File: src/rtl/regscan_pkg.sv
// rtl/regscan_pkg.sv - shared types and constants for the register-file debug scanner
package regscan_pkg;

    typedef enum logic [2:0] {
        ST_IDLE    = 3'd0,
        ST_ADDR    = 3'd1,
        ST_WAIT    = 3'd2,
        ST_CAPTURE = 3'd3,
        ST_EMIT    = 3'd4,
        ST_DONE    = 3'd5
    } state_t;

    localparam int CHARS_PER_REG = 12;

    localparam logic [7:0] CH_R     = 8'h52;
    localparam logic [7:0] CH_COLON = 8'h3A;
    localparam logic [7:0] CH_ZERO  = 8'h30;
    localparam logic [7:0] CH_A     = 8'h41;

    localparam int SCREEN_COLS = 80;
    localparam int SCREEN_ROWS = 30;

endpackage

File: src/rtl/hex_to_ascii.sv
// rtl/hex_to_ascii.sv - combinational nibble to ASCII hex digit
module hex_to_ascii
    import regscan_pkg::*;
(
    input  logic [3:0] nibble,
    output logic [7:0] ascii
);

    assign ascii = (nibble < 4'd10) ? (CH_ZERO + {4'd0, nibble})
                                    : (CH_A + {4'd0, nibble} - 8'd10);

endmodule

File: src/rtl/regfile_debug_scanner.sv
// rtl/regfile_debug_scanner.sv - scans regfile debug port and streams "Rdd:hhhhhhhh" text
// Optional change highlighting is built when REGSCAN_HIGHLIGHT_EN is defined.
module regfile_debug_scanner
    import regscan_pkg::*;
#(
    parameter int NUM_REGS     = 32,
    parameter int ROWS_PER_COL = 16,
    parameter int COL_STRIDE   = 14,
    parameter int READ_WAIT    = 1,
    parameter int REFRESH_GAP  = 1024
) (
    input  logic        clock,
    input  logic        reset_n,
    input  logic        scan_start,
    input  logic        scan_continuous,
    output logic        scan_busy,
    output logic        frame_done,
    output logic [4:0]  read_address_debug,
    input  logic [31:0] data_out_debug,
    output logic        char_valid,
    input  logic        char_ready,
    output logic [7:0]  char_code,
    output logic [6:0]  char_col,
    output logic [4:0]  char_row,
    output logic        char_attr
);

    localparam logic [4:0]  LAST_REG  = 5'(NUM_REGS - 1);
    localparam logic [15:0] WAIT_LAST = 16'(READ_WAIT - 1);
    localparam logic [15:0] GAP_LAST  = 16'(REFRESH_GAP - 1);
    localparam logic [3:0]  LAST_CHAR = 4'(CHARS_PER_REG - 1);

    state_t      state, state_next;
    logic [4:0]  idx;
    logic [15:0] wait_cnt;
    logic [15:0] gap_cnt;
    logic [3:0]  char_cnt;
    logic [31:0] value;
    logic        changed;
    logic        xfer;
    logic        start_frame;
    logic [3:0]  tens, ones;
    logic [3:0]  nibble_sel;
    logic [7:0]  digit_ascii;
    logic [31:0] value_shifted;
    logic [6:0]  col_calc;
    logic [4:0]  row_calc;

    assign xfer        = (state == ST_EMIT) && char_ready;
    assign start_frame = (state == ST_IDLE) &&
                         (scan_start || (scan_continuous && gap_cnt == GAP_LAST));
    assign read_address_debug = idx;

    always_ff @(posedge clock or negedge reset_n) begin
        if (!reset_n) state <= ST_IDLE;
        else          state <= state_next;
    end

    always_comb begin
        state_next = state;
        case (state)
            ST_IDLE:    if (start_frame) state_next = ST_ADDR;
            ST_ADDR:    state_next = ST_WAIT;
            ST_WAIT:    if (wait_cnt == WAIT_LAST) state_next = ST_CAPTURE;
            ST_CAPTURE: state_next = ST_EMIT;
            ST_EMIT:    if (xfer && char_cnt == LAST_CHAR)
                            state_next = (idx == LAST_REG) ? ST_DONE : ST_ADDR;
            ST_DONE:    state_next = ST_IDLE;
            default:    state_next = ST_IDLE;
        endcase
    end

    always_ff @(posedge clock or negedge reset_n) begin
        if (!reset_n) begin
            idx      <= '0;
            wait_cnt <= '0;
            gap_cnt  <= '0;
            char_cnt <= '0;
            value    <= '0;
        end else begin
            case (state)
                ST_IDLE:    gap_cnt <= (start_frame || !scan_continuous) ? 16'd0 : gap_cnt + 16'd1;
                ST_ADDR:    wait_cnt <= '0;
                ST_WAIT:    wait_cnt <= wait_cnt + 16'd1;
                ST_CAPTURE: begin
                    value    <= data_out_debug;
                    char_cnt <= '0;
                end
                ST_EMIT: begin
                    if (xfer) begin
                        char_cnt <= char_cnt + 4'd1;
                        if (char_cnt == LAST_CHAR)
                            idx <= (idx == LAST_REG) ? 5'd0 : idx + 5'd1;
                    end
                end
                ST_DONE:    gap_cnt <= '0;
                default:    ;
            endcase
        end
    end

`ifdef REGSCAN_HIGHLIGHT_EN
    logic [31:0]         shadow [NUM_REGS];
    logic [NUM_REGS-1:0] seen;

    always_ff @(posedge clock or negedge reset_n) begin
        if (!reset_n) begin
            seen    <= '0;
            changed <= 1'b0;
        end else if (state == ST_CAPTURE) begin
            changed   <= seen[idx] && (data_out_debug != shadow[idx]);
            seen[idx] <= 1'b1;
        end
    end

    // Shadow contents are only meaningful once the matching seen bit is set.
    always_ff @(posedge clock) begin
        if (state == ST_CAPTURE) shadow[idx] <= data_out_debug;
    end
`else
    assign changed = 1'b0;
`endif

    always_comb begin
        tens = 4'd0;
        ones = idx[3:0];
        if (idx >= 5'd30) begin
            tens = 4'd3;
            ones = 4'(idx - 5'd30);
        end else if (idx >= 5'd20) begin
            tens = 4'd2;
            ones = 4'(idx - 5'd20);
        end else if (idx >= 5'd10) begin
            tens = 4'd1;
            ones = 4'(idx - 5'd10);
        end
    end

    // Char 4 shows bits [31:28], char 11 shows bits [3:0].
    assign value_shifted = value >> {4'(LAST_CHAR - char_cnt), 2'b00};

    always_comb begin
        case (char_cnt)
            4'd1:    nibble_sel = tens;
            4'd2:    nibble_sel = ones;
            default: nibble_sel = value_shifted[3:0];
        endcase
    end

    hex_to_ascii u_hex (
        .nibble (nibble_sel),
        .ascii  (digit_ascii)
    );

    assign col_calc = 7'((int'(idx) / ROWS_PER_COL) * COL_STRIDE) + 7'(char_cnt);
    assign row_calc = 5'(int'(idx) % ROWS_PER_COL);

    always_comb begin
        scan_busy  = 1'b0;
        frame_done = 1'b0;
        char_valid = 1'b0;
        char_code  = '0;
        char_col   = '0;
        char_row   = '0;
        char_attr  = 1'b0;
        case (state)
            ST_ADDR, ST_WAIT, ST_CAPTURE: scan_busy = 1'b1;
            ST_EMIT: begin
                scan_busy  = 1'b1;
                char_valid = 1'b1;
                char_code  = (char_cnt == 4'd0) ? CH_R :
                             (char_cnt == 4'd3) ? CH_COLON : digit_ascii;
                char_col   = col_calc;
                char_row   = row_calc;
                char_attr  = changed;
            end
            ST_DONE: frame_done = 1'b1;
            default: ;
        endcase
    end

endmodule
File: config.mk
export PLATFORM = sky130hd
export DESIGN_NAME = regfile_debug_scanner
export DESIGN_NICKNAME = d
export VERILOG_FILES = /design/src/rtl/regscan_pkg.sv /design/src/rtl/hex_to_ascii.sv /design/src/rtl/regfile_debug_scanner.sv
export SDC_FILE = /design/constraint.sdc
export NUM_CORES = 1
export LEC_CHECK = 0
export CORE_ASPECT_RATIO = 1.25
export CORE_MARGIN = 2
export CORE_UTILIZATION = 45
export CTS_CLUSTER_SIZE = 14
export DETAILED_ROUTE_END_ITERATION = 16
export DONT_BUFFER_PORTS = 1
export SETUP_SLACK_MARGIN = 0.05
export SYNTH_ARGS = -nofsm -noshare
export SYNTH_HDL_FRONTEND = slang
export SYNTH_HIERARCHICAL = 1
export SYNTH_SLANG_ARGS = --single-unit
File: constraint.sdc
create_clock -name clock -period 3.7 [get_ports clock]
set_input_delay 0.925 -clock clock [delete_from_list [all_inputs] [get_ports clock]]
set_output_delay 0.925 -clock clock [all_outputs]
set_load 0.02 [all_outputs]
# Yosys cells after proc, flatten, opt, wreduce, memory -nomap -nowiden
# Cells that the tools add are included.
# W data, S select, Z words.
# totals
register_bits	76
out_inout_bits	29
inputBits	37
# op_classes
mul	1
shift	1
n_addsub	12
eq_ne	15
n_reduce_logical	17
muxes	27
magnitude_cmp	4
# ops
op	count
$pmux W16 S2	2
$add A16 B1 Y16 const B	2
$mux W8	4
$shr A32 B6 Y4	1
$mux W4	5
$eq A16 B10 Y1 const B	1
$logic_not A16 Y1	1
$mux W16	1
$pmux W4 S2	2
$pmux W3 S5	1
$mux W3	4
$ge A5 B5 Y1 const B	2
$add A7 B4 Y8 const A	1
$eq A4 B2 Y1 const B	2
$sub A4 B4 Y4 const B	2
$sub A8 B4 Y8 const B	1
$add A6 B4 Y7 const A	1
$add A5 B4 Y6	1
$eq A3 B2 Y1 const B	2
$eq A3 B3 Y1 const B	2
$mux W6	1
$ne A2 B2 Y1 const B	3
$reduce_and A3 Y1	2
$reduce_bool A2 Y1	3
other kinds (22)	30

# Depth between registers and ports, before layout
# Gate-level depths: netlist (run 1).
# depth
ltp_word	11
depth_mapped	13

# Hierarchy
# The synthesis (run 1) kept the hierarchy.
# by_module_without_submodules
module	area_per_inst_um2	n_inst	cells_per_inst	seq_area_each_um2
regfile_debug_scanner	4463.0	1	436	1901.8
hex_to_ascii	105.1	1	16	0.0

# Least setup slack after synthesis (run 1)
# No wires, ideal clock.
# synth_path
path_type	register -> output
startpoint	reg idx[1] (netlist: read_address_debug[1])
endpoint	out char_code[1]
setup_slack_ns	-0.001
path_stages_with_launch	12
t_arrival_ns	2.776
n_path_buf	0
path_cell_list	dfrtp_1 -> inv_1 -> ha_1 -> nor2b_1 -> or4_1 -> o21ai_0 -> a21oi_1 -> o32ai_1 -> a21oi_1 -> a21oi_1 -> inv_1 -> a21oi_1
# synth_via
elab_cells_between_ends	21
classes_between	add/sub: 6; order compare: 4; mux: 11
# synth_rtl
element	line_no	text
start: declaration	regfile_debug_scanner.sv:34	logic [4:0] idx;
start signal: assignment	regfile_debug_scanner.sv:93	idx <= (idx == LAST_REG) ? 5'd0 : idx + 5'd1;
$sub A4 B4 Y4 / $ge A5 B4 Y1 (equally long branches)	regfile_debug_scanner.sv:135, regfile_debug_scanner.sv:133	
$mux W4	regfile_debug_scanner.sv:133	end else if (idx >= 5'd10) begin
$mux W4	regfile_debug_scanner.sv:130	end else if (idx >= 5'd20) begin
$mux W4 *	regfile_debug_scanner.sv:127	if (idx >= 5'd30) begin
$pmux W4 S2 *	regfile_debug_scanner.sv:143	case (char_cnt)
net nibble_sel[3]	regfile_debug_scanner.sv:43	logic [3:0] nibble_sel;
$lt A4 B4 Y1 *	hex_to_ascii.sv:9	assign ascii = (nibble < 4'd10) ? (CH_ZERO + {4'd0, nibble})
$mux W8 *	hex_to_ascii.sv:9	
net digit_ascii[1]	regfile_debug_scanner.sv:44	logic [7:0] digit_ascii;
$mux W8 *	regfile_debug_scanner.sv:172	(char_cnt == 4'd3) ? CH_COLON : digit_ascii;
$mux W8 *	regfile_debug_scanner.sv:171	char_code = (char_cnt == 4'd0) ? CH_R :
$mux W8 *	regfile_debug_scanner.sv:166	case (state)
end: declaration	regfile_debug_scanner.sv:22	output logic [7:0] char_code,
# Mark *: on every way through the listed nets, which the timed path passes. The rest lies on a longest branch.

# Worst setup path in the final report (run 1)
# layout_path
startpoint	reg idx[2] (netlist: read_address_debug[2])
endpoint	out char_code[2]
# layout_via
elab_chain_len	11
elab_cells_between_ends	21
classes_between	add/sub: 6; order compare: 4; mux: 11
# layout_rtl
element	line_no	text
$ge A5 B4 Y1	regfile_debug_scanner.sv:133	
$mux W4	regfile_debug_scanner.sv:133	
$mux W4	regfile_debug_scanner.sv:130	
$mux W4	regfile_debug_scanner.sv:127	
$pmux W4 S2 *	regfile_debug_scanner.sv:143	
net nibble_sel[1]	regfile_debug_scanner.sv:43	
$add A7 B4 Y8	hex_to_ascii.sv:10	: (CH_A + {4'd0, nibble} - 8'd10);
$sub A8 B4 Y8	hex_to_ascii.sv:10	
$mux W8 *	hex_to_ascii.sv:9	
net digit_ascii[2]	regfile_debug_scanner.sv:44	
$mux W8 *	regfile_debug_scanner.sv:172	
$mux W8 *	regfile_debug_scanner.sv:171	
$mux W8 *	regfile_debug_scanner.sv:166	
# Marked as above.

==> impl_metrics.json, run 1 <==
{
  "fmax_mhz": 268.3,
  "grt_usage": 0.1996,
  "drive_gt1_frac": 0.2779,
  "cp_slowest_cell": "dfrtp_2",
  "setup_viol": 2,
  "synth_top_area_share": 0.4163,
  "p_leak_nw": 2.237,
  "p_per_area_nw_per_um2": 658.8,
  "p_int_mw": 2.276,
  "die_height_um": 116.6,
  "synthMuxAreaShare": 0.1520,
  "violations": "setup timing",
  "antenna_found_initial": 0,
  "cts_buffers": 9,
  "power_frac_comb": 0.387,
  "grt_max_degree": 77,
  "ys.flop_type": "dfrtp_1",
  "seqPwrFrac": 0.356,
  "core-area_um2": 10000,
  "synthCells": 452,
  "relSlewSlack": 0.4635,
  "worstPathMaxFanout": 4,
  "holdBufCountCts": 0,
  "cp.required_ps": 2770,
  "final_nets": 529,
  "switching_share": 0.3515,
  "drc_errors": 0,
  "synth.distinct_cells": 68,
  "clock_latency_ps": 340,
  "finalClockSkew_ps": 9.394,
  "start_kind": "register",
  "portBuffers": 0,
  "setup_ws_ps": -27.53,
  "htree_levels": 3,
  "yosys.area_share.simple": 0.1895,
  "min_path_type": "in2async",
  "yosys.area.top_type": "dfrtp_1",
  "cp-endpoint": "char_code[2]",
  "final_common_cell": "dfrtp_1",
  "synth_area_leaders": "dfrtp_1 42%, mux2_2 8.4%, ha_1 5.8%, nand2_1 4.5%, mux4_2 3.9%",
  "critical_path_class": "reg2out",
  "grt_pass1_wl_mm": 17.02,
  "finalNonFillerCells": 604,
  "yosysSeqAreaShare": 0.4163,
  "r2r-start": "state[1]",
  "timing.final.crit_share": 1.007,
  "gp_congestion": 0.8888,
  "drtAntennaViolNets": 0,
  "slowest_delay_ps": 470,
  "p_clk_frac": 0.257,
  "dp_hpwl_mm": 7.293,
  "fillCellCount": 892,
  "initial_core_util": 0.4567,
  "synthesis.area_um2": 4568,
  "async_flop_share": 1.000,
  "wl_per_cell_um": 17.04,
  "end_kind": "output pin",
  "drtIter0Drc": 139,
  "dp_slack_ps": 20.75,
  "final_cell_mix": "74 x dfrtp_1, 55 x nand2_1, 34 x mux2_2",
  "synth_compound_area_frac": 0.1211,
  "via_count": 3459,
  "synth_xor_area_frac": 0.01342,
  "synth_fa_ha_area_frac": 0.06190,
  "core.rowCount": 41,
  "drt-total-wl_mm": 10.29,
  "path_common_cell": "ha_4",
  "rsz0062_at_grt": "true",
  "antenna_cells": 0,
  "switchingPower_mw": 1.234,
  "via_per_inst": 5.727,
  "root_buffer": "clkbuf_16",
  "hold_viol_final": 0,
  "grt_pass1_vias": 3413,
  "yosysWarnings": 6,
  "outcome": "complete, but fails checks",
  "ff2ff_path_depth": 7,
  "fin_crit_ps": 3728,
  "ir_drop_mv": 0.2738,
  "drv_slew": 0,
  "synth_edf_count": 0,
  "die_w_um": 94.12,
  "crit_start": "read_address_debug[2]",
  "dp_cells": 578,
  "clk_pin_slew_ps": 60,
  "synth-seq-cells": 76,
  "r2r_end": "char_cnt[3]",
  "area_delta_synth_final_pct": 16.63,
  "syn-mean-instance-area_um2": 10.11,
  "path_cells": "buf_12 > ha_4 > a22o_1 > nand2_1 > o21ai_2 > xnor2_1 > a311o_1 > inv_2 > ha_4 > nand2_2 > mux2_4 > and3_4",
  "arrival_ps": 2800,
  "tightest_slew_ps": 796.3,
  "drt_first_pass_iters": 5,
  "cts_tree": "yes",
  "maxCapViolCount": 0,
  "gr-total-overflow": 0,
  "final_util": 0.5326,
  "cts_buffer_depth": 2,
  "synth_top_family_by_area": "simple AND/OR/NAND/NOR gates",
  "cts.sinks": 76,
  "dieArea_um2": 10980,
  "r2r_slack_ps": 1230,
  "io_pins": 66
}
## routing by layer
layer	vias to the layer above	global-route usage	part of all wire
li1	1678	-	-
met1	1700	0.2377	0.42
met2	70	0.3481	0.52
met3	11	0.05484	0.045
met4	0	0.06860	0.014
met5	-	0	0
## area by class of cell
| class | count | area [µm²] | share of cell area |
|---|---|---|---|
| Clock buffer | 10 | 239.0 | 0.04486 |
| Timing Repair Buffer | 28 | 250.2 | 0.04697 |
| Multi-Input combinational cell | 337 | 2634 | 0.4944 |
| Clock inverter | 6 | 68.82 | 0.01292 |
| Tap cell | 129 | 161.4 | 0.03030 |
| Inverter | 18 | 70.07 | 0.01315 |
| Sequential cell | 76 | 1904 | 0.3574 |
## flip-flops by register name, summed over array words and instances (netlist names)
signal	count
value	32
gap_cnt	16
wait_cnt	16
read_address_debug	5
char_cnt	4
state	3
## power groups by stage
stage	combinational [mW]	sequential [mW]	clock (mW)
after floorplan	1.02	1.18	0
after global placement	1.19	1.25	0
after detailed placement	1.22	1.27	0
after CTS	1.33	1.25	0.926
after global routing	1.49	1.28	0.967
final	1.36	1.25	0.903
## through the flow
step	setup TNS [ps]	hold slack (ps)	area [µm²]	power, mW
after floorplan	0	449.6	4592	2.195
after detailed placement	0	477.3	4755	2.487
final	-49.11	278.3	5328	3.510
after global routing	-654.9	262.6	5328	3.743
after global placement	0	476.8	4755	2.439
after CTS	0	266.3	5264	3.507
## cells in the mapped netlist, types with 7 or more instances
cell type	number
a31oi_1	11
buf_2	7
and2_1	7
o21ai_0	25
mux2_2	34
buf_4	7
and3_1	9
nor3_1	9
inv_1	16
nor2_1	18
nand2_1	55
clkbuf_1	8
ha_1	21
nand3_1	24
a21oi_1	19
mux4_2	8
dfrtp_1	76
mux2i_1	12
## how the worst min path moves through the flow
| stage | from | endpoint | cells past startpoint |
|---|---|---|---|
| floorplan | wait_cnt[15] | wait_cnt[15] | 1 |
| global placement | wait_cnt[15] | wait_cnt[15] | 1 |
| detailed placement | wait_cnt[15] | wait_cnt[15] | 1 |
| CTS | reset_n | gap_cnt[2] | 0 |
| global route | reset_n | gap_cnt[2] | 0 |
| finish | reset_n | gap_cnt[4] | 0 |
## cells by family (layout without fill, tap and decap cells)
kind of cell | count (synthesis) | after routing
other cells | 2 | 5
buf+inv | 42 | 62
fa+ha+maj | 22 | 22
simple gates | 161 | 161
xor+xnor | 7 | 7
mux | 55 | 55
compound gates | 87 | 87
flops | 76 | 76
## worst max-delay path, delay by kind of cell (launching register included)
family	cells	cell delay (ps)
AO/OA/AOI/OAI	3	680
flip-flops	1	470
AND/OR/NAND/NOR	3	320
XOR/XNOR	1	130
adder cells (fa/ha/maj)	2	290
buffers and inverters	2	250
multiplexers	1	310
## repair_timing
action	in CTS	in global routing
buffers inserted	8	2
resized for setup	27	13
pin swaps	6	7
endpoints found under the setup margin	7	7
No activity file was read; power rests on OpenSTA's default activity.
==> inputs of run 2 (changes only) <==
--- a/config.mk
+++ b/config.mk
@@ -6,7 +6,7 @@
 export NUM_CORES = 1
 export LEC_CHECK = 0
 export CORE_ASPECT_RATIO = 1.25
-export CORE_MARGIN = 2
+export CORE_MARGIN = 4
 export CORE_UTILIZATION = 45
 export CTS_CLUSTER_SIZE = 14
 export DETAILED_ROUTE_END_ITERATION = 16
==> constraint.sdc (replaced) <==
create_clock -name clock -period 3.19 [get_ports clock]
set_input_delay 0.7975 -clock clock [delete_from_list [all_inputs] [get_ports clock]]
set_output_delay 0.7975 -clock clock [all_outputs]
set_load 0.02 [all_outputs]
==> run 2 against run 1 <==
The flow still finishes with violations (setup timing). Largest power group unchanged. Sequential share of layout area decreased by 0.82 points. Routed wire length grew 1.3%. Sequential power up 18%. Cell count rose by 1.7%.
==> impl_metrics.json, run 2 (synthesized netlist as in run 1, its figures left out) <==
{
  "hold_viol_final": 0,
  "slowest_delay_ps": 470,
  "root_buffer": "clkbuf_16",
  "cp-endpoint": "char_code[2]",
  "violations": "setup timing",
  "drtIter0Drc": 156,
  "seqPwrFrac": 0.349,
  "switchingPower_mw": 1.433,
  "path_cells": "ha_4 > nor2b_4 > o31a_1 > o21ai_2 > xnor2_1 > a311o_1 > inv_2 > ha_4 > nand2_2 > mux2_4 > and3_4",
  "antenna_found_initial": 0,
  "grtUsageMet2": 0.3088,
  "switching_share": 0.3408,
  "via_count": 3517,
  "maxCapViolCount": 0,
  "start_kind": "register",
  "ff2ff_path_depth": 7,
  "antenna_cells": 0,
  "finalClockSkew_ps": 6.509,
  "clock_latency_ps": 330,
  "final_common_cell": "dfrtp_1",
  "cts_buffer_depth": 2,
  "cts.sinks": 76,
  "p_int_mw": 2.771,
  "grt_pass1_vias": 3498,
  "worstPathMaxFanout": 6,
  "critical_path_class": "reg2out",
  "largestRegisters": "value (32), gap_cnt (16), wait_cnt (16)",
  "cts_buffers": 9,
  "fillCellCount": 834,
  "rsz0062_at_grt": "true",
  "critical_path_depth": 11,
  "final_cell_mix": "71 x dfrtp_1, 51 x nand2_1, 40 x buf_4",
  "grt_usage": 0.1802,
  "dieArea_um2": 11840,
  "cts_tree": "yes",
  "cp_slowest_cell": "dfrtp_2",
  "p_clk_frac": 0.261,
  "power_frac_comb": 0.389,
  "core-area_um2": 9759,
  "end_kind": "output pin",
  "cpLargestDelayFamily": "compound AO/OA/AOI/OAI gates",
  "path_common_cell": "ha_4",
  "fmax_mhz": 286.8,
  "largest-register": "value",
  "post-route-cell-area_um2": 5463,
  "fin_crit_ps": 3486,
  "relSlewSlack": 0.5879,
  "drive_gt1_frac": 0.3279,
  "totalPowerFinal_mw": 4.203,
  "r2r_slack_ps": 1020,
  "final_util": 0.5597,
  "r2r_end": "char_cnt[3]",
  "portBuffers": 0,
  "p_leak_nw": 2.324,
  "die_height_um": 120.6,
  "initial_core_util": 0.4681,
  "area_delta_synth_final_pct": 19.58,
  "met3_usage": 0.05020,
  "use_met1": 0.2237,
  "dp_hpwl_mm": 7.464,
  "timing.final.crit_share": 1.093,
  "wl_per_cell_um": 16.98,
  "largest_reg_flops": 32,
  "io_pins": 66,
  "setup_viol": 7,
  "cp.required_ps": 2390,
  "via_per_inst": 5.728,
  "grt_max_degree": 77,
  "busiest_layer": "met2",
  "tightest_slew_ps": 617.4,
  "p_per_area_nw_per_um2": 769.5,
  "die_w_um": 98.12,
  "drc_errors": 0,
  "placed_area_um2": 4962,
  "outcome": "complete, but fails checks",
  "min_path_type": "in2async",
  "setup_ws_ps": -296.5,
  "final_nets": 543,
  "clk_pin_slew_ps": 60,
  "gr-total-overflow": 0,
  "drt-total-wl_mm": 10.42,
  "gp_congestion": 0.8560,
  "crit_start": "read_address_debug[2]",
  "ir_drop_mv": 0.3981,
  "arrival_ps": 2690,
  "drtAntennaViolNets": 0,
  "core.rowCount": 40,
  "grt_pass1_wl_mm": 17.40,
  "r2r-start": "state[0]",
  "drv_slew": 0,
  "drt_first_pass_iters": 4,
  "htree_levels": 3,
  "cp.buffers_inverters": 1
}
## run 2: what timing repair did
| item | in CTS | in global routing |
|---|---|---|
| gates resized for setup | 21 | 11 |
| pin swaps | 12 | 9 |
| cloned | 0 | 0 |
| setup endpoints to repair | 7 | 7 |
| buffers inserted | 5 | 3 |
| hold buffers | 0 | 0 |
## run 2: cell type report
| class | count | area, µm² | area share |
|---|---|---|---|
| clock inverters | 5 | 85.08 | 0.01557 |
| flip-flops and latches | 76 | 1908 | 0.3493 |
| inverters | 18 | 72.57 | 0.01328 |
| multi-input cells | 337 | 2678 | 0.4902 |
| repair buffers | 42 | 322.8 | 0.05909 |
| well taps | 126 | 157.7 | 0.02886 |
| clock buffers | 10 | 239.0 | 0.04375 |
## run 2: metrics by stage
stage | TNS (ps) | setup WS [ps] | cells | hold slack [ps]
3_5_place_dp | 0 | 16.47 | 591 | 485.1
3_3_place_gp | 0 | 28.16 | 591 | 477.9
5_1_grt | -2604 | -423.9 | 614 | 140.1
6_report | -1641 | -296.5 | 614 | 161.8
4_1_cts | -1721 | -326.3 | 611 | 152.1
2_1_floorplan | -83.45 | -41.97 | 455 | 449.6
## run 2: worst min path at each step
stage                      start  slack, ps                    end
finish                   reset_n        160  read_address_debug[1]
global route             reset_n        140  read_address_debug[1]
CTS                      reset_n        150  read_address_debug[1]
detailed placement   gap_cnt[15]        490            gap_cnt[15]
global placement    wait_cnt[15]        480           wait_cnt[15]
floorplan           wait_cnt[15]        450           wait_cnt[15]
## run 2: layer usage
metal,share of wire,wire (µm)
met2,0.51,5270
met3,0.054,567
met1,0.43,4444
met5,0,0
met4,0.014,142
## run 2: power by group through the flow
| stage | clock (mW) | combinational (mW) | sequential (mW) |
|---|---|---|---|
| floorplan | 0 | 1.22 | 1.37 |
| global placement | 0 | 1.51 | 1.47 |
| detailed placement | 0 | 1.54 | 1.48 |
| CTS | 1.13 | 1.62 | 1.47 |
| global route | 1.18 | 1.81 | 1.50 |
| finish | 1.10 | 1.64 | 1.47 |
==> inputs of run 3 (changes only) <==
--- a/config.mk
+++ b/config.mk
@@ -12,6 +12,7 @@
 export DETAILED_ROUTE_END_ITERATION = 16
 export DONT_BUFFER_PORTS = 1
 export SETUP_SLACK_MARGIN = 0.05
+export SLEW_MARGIN = 30
 export SYNTH_ARGS = -nofsm -noshare
 export SYNTH_HDL_FRONTEND = slang
 export SYNTH_HIERARCHICAL = 1
==> results of run 3 <==
Same layout as run 2: the final DEF is identical, and so are final timing and power.
